## src/rtl/mux_pkg.sv

```systemverilog
// rtl/mux_pkg.sv - shared arbitration mode encodings and width helper for rr_mux_arb
package mux_pkg;

  localparam logic MODE_RR    = 1'b0;
  localparam logic MODE_FIXED = 1'b1;

  // Index width that never collapses to zero bits for tiny channel counts
  function automatic int clog2_safe(input int n);
    return (n <= 2) ? 1 : $clog2(n);
  endfunction

endpackage

```

## src/rtl/rr_arbiter.sv

```systemverilog
// rtl/rr_arbiter.sv - combinational one-hot arbiter, round-robin from ptr or fixed priority
module rr_arbiter
  import mux_pkg::*;
#(
  parameter int NCH = 4,
  parameter int CHW = clog2_safe(NCH)
) (
  input  logic [NCH-1:0] req,
  input  logic [CHW-1:0] ptr,
  input  logic           mode,
  output logic [NCH-1:0] grant
);

  logic [NCH-1:0] masked;
  logic [NCH-1:0] grant_masked;
  logic [NCH-1:0] grant_plain;

  function automatic logic [NCH-1:0] first_one(input logic [NCH-1:0] v);
    logic [NCH-1:0] r;
    r = '0;
    for (int i = NCH - 1; i >= 0; i--) begin
      if (v[i]) r = NCH'(1) << i;
    end
    return r;
  endfunction

  // Round-robin = lowest request at or above ptr, else wrap to lowest request overall
  always_comb begin
    masked = '0;
    for (int i = 0; i < NCH; i++) begin
      masked[i] = req[i] & (CHW'(i) >= ptr);
    end
    grant_masked = first_one(masked);
    grant_plain  = first_one(req);
    if (mode == MODE_FIXED || masked == '0) grant = grant_plain;
    else                                    grant = grant_masked;
  end

endmodule

```

## src/rtl/rr_mux_arb.sv

```systemverilog
// rtl/rr_mux_arb.sv - N:1 arbitrated channel mux with valid/ready and registered output
module rr_mux_arb
  import mux_pkg::*;
#(
  parameter int NCH = 4,
  parameter int DW  = 2,
  parameter int CHW = clog2_safe(NCH)
) (
  input  logic              clk,
  input  logic              rst,
  input  logic              mode,
  input  logic [NCH*DW-1:0] in_data,
  input  logic [NCH-1:0]    in_valid,
  output logic [NCH-1:0]    in_ready,
  output logic [DW-1:0]     out_data,
  output logic [CHW-1:0]    out_ch,
  output logic              out_valid,
  input  logic              out_ready
);

  logic [CHW-1:0] ptr;
  logic [NCH-1:0] grant;
  logic           load;
  logic           xfer;
  logic [DW-1:0]  sel_data;
  logic [CHW-1:0] sel_ch;

  rr_arbiter #(.NCH(NCH), .CHW(CHW)) u_arb (
    .req   (in_valid),
    .ptr   (ptr),
    .mode  (mode),
    .grant (grant)
  );

  assign load     = ~out_valid | out_ready;
  assign in_ready = rst ? '0 : (grant & {NCH{load}});
  assign xfer     = |in_ready;

  always_comb begin
    sel_data = '0;
    sel_ch   = '0;
    for (int i = 0; i < NCH; i++) begin
      sel_data = sel_data | (in_data[i*DW +: DW] & {DW{grant[i]}});
      if (grant[i]) sel_ch = sel_ch | CHW'(i);
    end
  end

  // Draining and reloading in the same cycle keeps one word per cycle throughput
  always_ff @(posedge clk) begin
    if (rst) begin
      out_valid <= 1'b0;
      out_data  <= '0;
      out_ch    <= '0;
      ptr       <= '0;
    end else if (load) begin
      if (xfer) begin
        out_valid <= 1'b1;
        out_data  <= sel_data;
        out_ch    <= sel_ch;
        ptr       <= (sel_ch == CHW'(NCH - 1)) ? '0 : sel_ch + CHW'(1);
      end else begin
        out_valid <= 1'b0;
      end
    end
  end

endmodule

```

## config.mk

```make
export PLATFORM = sky130hd
export DESIGN_NAME = rr_mux_arb
export DESIGN_NICKNAME = d
export VERILOG_FILES = /design/src/rtl/mux_pkg.sv /design/src/rtl/rr_arbiter.sv /design/src/rtl/rr_mux_arb.sv
export SDC_FILE = /design/constraint.sdc
export NUM_CORES = 1
export LEC_CHECK = 0
export CAP_MARGIN = 15
export CORE_UTILIZATION = 38
export DETAILED_ROUTE_END_ITERATION = 8
export GPL_ROUTABILITY_DRIVEN = 0
export GPL_TIMING_DRIVEN = 0
export HOLD_SLACK_MARGIN = 0.08
export PLACE_DENSITY_LB_ADDON = 0.15
export SYNTH_ARGS = -nofsm -noshare
export SYNTH_HDL_FRONTEND = slang
export SYNTH_HIERARCHICAL = 1
export SYNTH_SLANG_ARGS = --single-unit
export TNS_END_PERCENT = 30
```

## constraint.sdc

```tcl
create_clock -name clk -period 3.6 [get_ports clk]
set_input_delay 1.08 -clock clk [delete_from_list [all_inputs] [get_ports clk]]
set_output_delay 1.08 -clock clk [all_outputs]
set_load 0.1 [all_outputs]
```

==> impl_metrics.env <==
export IMPL_status="complete, no violations"
export IMPL_fin_crit_sh_pct=99.0
export IMPL_h_tree_depth=1
export IMPL_clock_latency_ns=0.26
export IMPL_cts_made_buffers=3
export IMPL_cellLeakagePower_uw=0.000332
export IMPL_final_cell_mix="clkdlybuf4s50_1 (15), nor2_1 (13), dfxtp_1 (7)"
export IMPL_synth_top_family_by_area="compound AO/OA/AOI/OAI gates"
export IMPL_rows=12
export IMPL_r2r_cells=8
export IMPL_place_ws_ns=-1.57
export IMPL_worstMarginPinSlew_ns=0.979
export IMPL_ys_warn_count=6
export IMPL_synthCells=62
export IMPL_endpoint="in_ready[1]"
export IMPL_end_kind="output pin"
export IMPL_route_detailed_drc=0
export IMPL_reg2reg_from="ptr[0]"
export IMPL_synth_seq_cells=7
export IMPL_overflow=0
export IMPL_grt_max_degree=11
export IMPL_vias=586
export IMPL_cts_buffer_depth=2
export IMPL_synth_edf_count=0
export IMPL_ctsHoldBuffers=0
export IMPL_synth_compound_area_share_pct=29.6
export IMPL_drive_above_1_share_pct=26.1
export IMPL_layout_commonest_cell="clkdlybuf4s50_1"
export IMPL_ir_drop_mv=0.196
export IMPL_path_cells="clkdlybuf4s50_1, inv_1, o311a_1, o21a_4, and2_1, buf_6"
export IMPL_grt_pass1_vias=485
export IMPL_cp_startpoint="in_valid[3]"
export IMPL_cts_tree="done"
export IMPL_synthAdderAreaFrac_pct=0
export IMPL_yosys_mux_area_fraction_pct=3.95
export IMPL_p_per_area_nw_per_um2=389
export IMPL_io_pins=25
export IMPL_initial_core_util_pct=43.3
export IMPL_hold_viol_final=0
export IMPL_die_y_um=38.5
export IMPL_yosys_area_share_simple_pct=29.4
export IMPL_coreArea_um2=1170
export IMPL_hp_class="register to register"
export IMPL_syn_area_um2=507
export IMPL_rrSetupSlack_ns=1.27
export IMPL_cp_max_fo=6
export IMPL_worst_ep_arrival_time_ns=2.49
export IMPL_wl_per_cell_um=14.7
export IMPL_via_per_inst=5.53
export IMPL_nets=109
export IMPL_ant_nets=0
export IMPL_numClockSinks=7
export IMPL_fmax_ghz=0.280
export IMPL_first_iter_violations=14
export IMPL_path_clk_slew_ns=0.05
export IMPL_cp_required_ns=2.52
export IMPL_seq_area_frac_synth_pct=27.7
export IMPL_period_needed_ns=3.57
export IMPL_setup_viol=0
export IMPL_crit_slowest_cell="clkdlybuf4s50_1"
export IMPL_firstDrtPassIters=4
export IMPL_fill_cells=105
export IMPL_io_buffer_count=23
export IMPL_synth_ff_type="dfxtp_1"
export IMPL_layout_setup_ws_ns=0.0346
export IMPL_skew_ns=0.00444
export IMPL_syn_nets=78
export IMPL_r2r_end="out_ch[1]"
export IMPL_drv_cap=0
export IMPL_synth_xor_area_share_pct=1.73
export IMPL_dieArea_um2=1480
export IMPL_async_flop_share_pct=0
export IMPL_critPathKind="primary input to output pin"
export IMPL_maxSlewViolCount=0
export IMPL_root_buffer="clkbuf_4"
export IMPL_hpwlAfterDp_um=972
export IMPL_antenna_found_initial=0
export IMPL_syn2layout_area_growth_pct=71.6
export IMPL_fp_dieW_um=38.5
export IMPL_num_antenna_cells=0
export IMPL_avgSynthCellArea_um2=8.17
export IMPL_routed_wirelength_um=1560
export IMPL_tns_ns=0
export IMPL_critPathMaxStageDelay_ns=0.45
export IMPL_grt_pass1_wl_um=2140
export IMPL_track_usage_pct=21.9
export IMPL_max_slew_margin_pct=34.6
export IMPL_start_kind="primary input"
export IMPL_yosysUniqueCellTypes=28
==> logic make-up (layout without fill, tap and decap cells) <==
kind of cell    count (synthesis)  in the layout
compound gates                 20             20
simple gates                   26             26
flops                           7              7
buf+inv                         6             36
mux                             2              2
xor+xnor                        1              1
==> worst max-delay path: cells and delay by family <==
family	cells	cell delay, ns
AND/OR/NAND/NOR	1	0.15
buffers and inverters	3	0.72
AO/OA/AOI/OAI	2	0.53
==> cell usage after synthesis, types with 2 or more instances <==
master / count / area [um^2]
o32ai_1: 2 / 17.5
a22oi_1: 4 / 30.0
dfxtp_1: 7 / 140
a211oi_1: 2 / 15.0
a311oi_1: 2 / 17.5
a21oi_1: 2 / 10.0
o21ai_0: 2 / 10.0
mux2i_1: 2 / 20.0
nand2b_1: 2 / 12.5
inv_1: 4 / 15.0
nor2_1: 13 / 48.8
and2_1: 3 / 18.8
nor2b_1: 2 / 12.5
==> routing by layer <==
layer  track usage [%]  share of wire [%]  wire length (um)
met1              25.0                 42               656
met5                 0                  0                 0
met3              7.56                5.8                91
met4              7.76                1.1                17
met2              37.1                 51               797
==> final cells by class <==
cell class	count	area (um^2)	area share (%)
Multi-Input combinational cell	49	383	44.0
Timing Repair Buffer	26	264	30.4
Sequential cell	7	140	16.1
Clock buffer	4	26.3	3.02
Buffer	1	20.0	2.30
Inverter	5	18.8	2.16
Tap cell	14	17.5	2.01
==> where the power goes <==
| part | leakage, uW | internal [uW] | switching, uW |
|---|---|---|---|
| combinational | 0.000259 | 59.9 | 111 |
| clock | 0.0000150 | 42.4 | 31.1 |
| sequential | 0.0000578 | 86.3 | 8.04 |
==> flip-flops by register name (all words and copies together), names as in the netlist <==
register / cells
ptr: 2
out_ch: 2
out_data: 2
out_valid: 1
==> worst min-delay path by stage <==
stage | from | endpoint | depth (start not counted)
5_1_grt | out_data[1] | out_data[1] | 2
2_1_floorplan | ptr[0] | ptr[0] | 2
3_5_place_dp | out_ch[1] | out_ch[1] | 2
3_3_place_gp | out_data[1] | out_data[1] | 2
4_1_cts | out_data[0] | out_data[0] | 2
6_report | out_data[0] | out_data[0] | 2
==> timing repair <==
| item | 4_1_cts | 5_1_grt |
|---|---|---|
| endpoints found under the setup margin | 4 | 3 |
| setup buffers | 1 | 2 |
| pin swaps | 1 | 1 |
| resized for setup | 40 | 7 |
==> through the flow <==
step / utilization (%) / cells / hold slack, ns / area (um^2) / total power, uW
final: 74.3 / 106 / 0.501 / 870 / 338
after global routing: 74.3 / 106 / 0.516 / 870 / 356
after CTS: 71.8 / 104 / 0.498 / 841 / 335
after detailed placement: 64.6 / 99 / 0.492 / 757 / 252
after global placement: 64.6 / 99 / 0.482 / 757 / 250
after floorplan: - / 62 / 0.551 / 509 / 207
No activity file was read; power rests on OpenSTA's default activity.
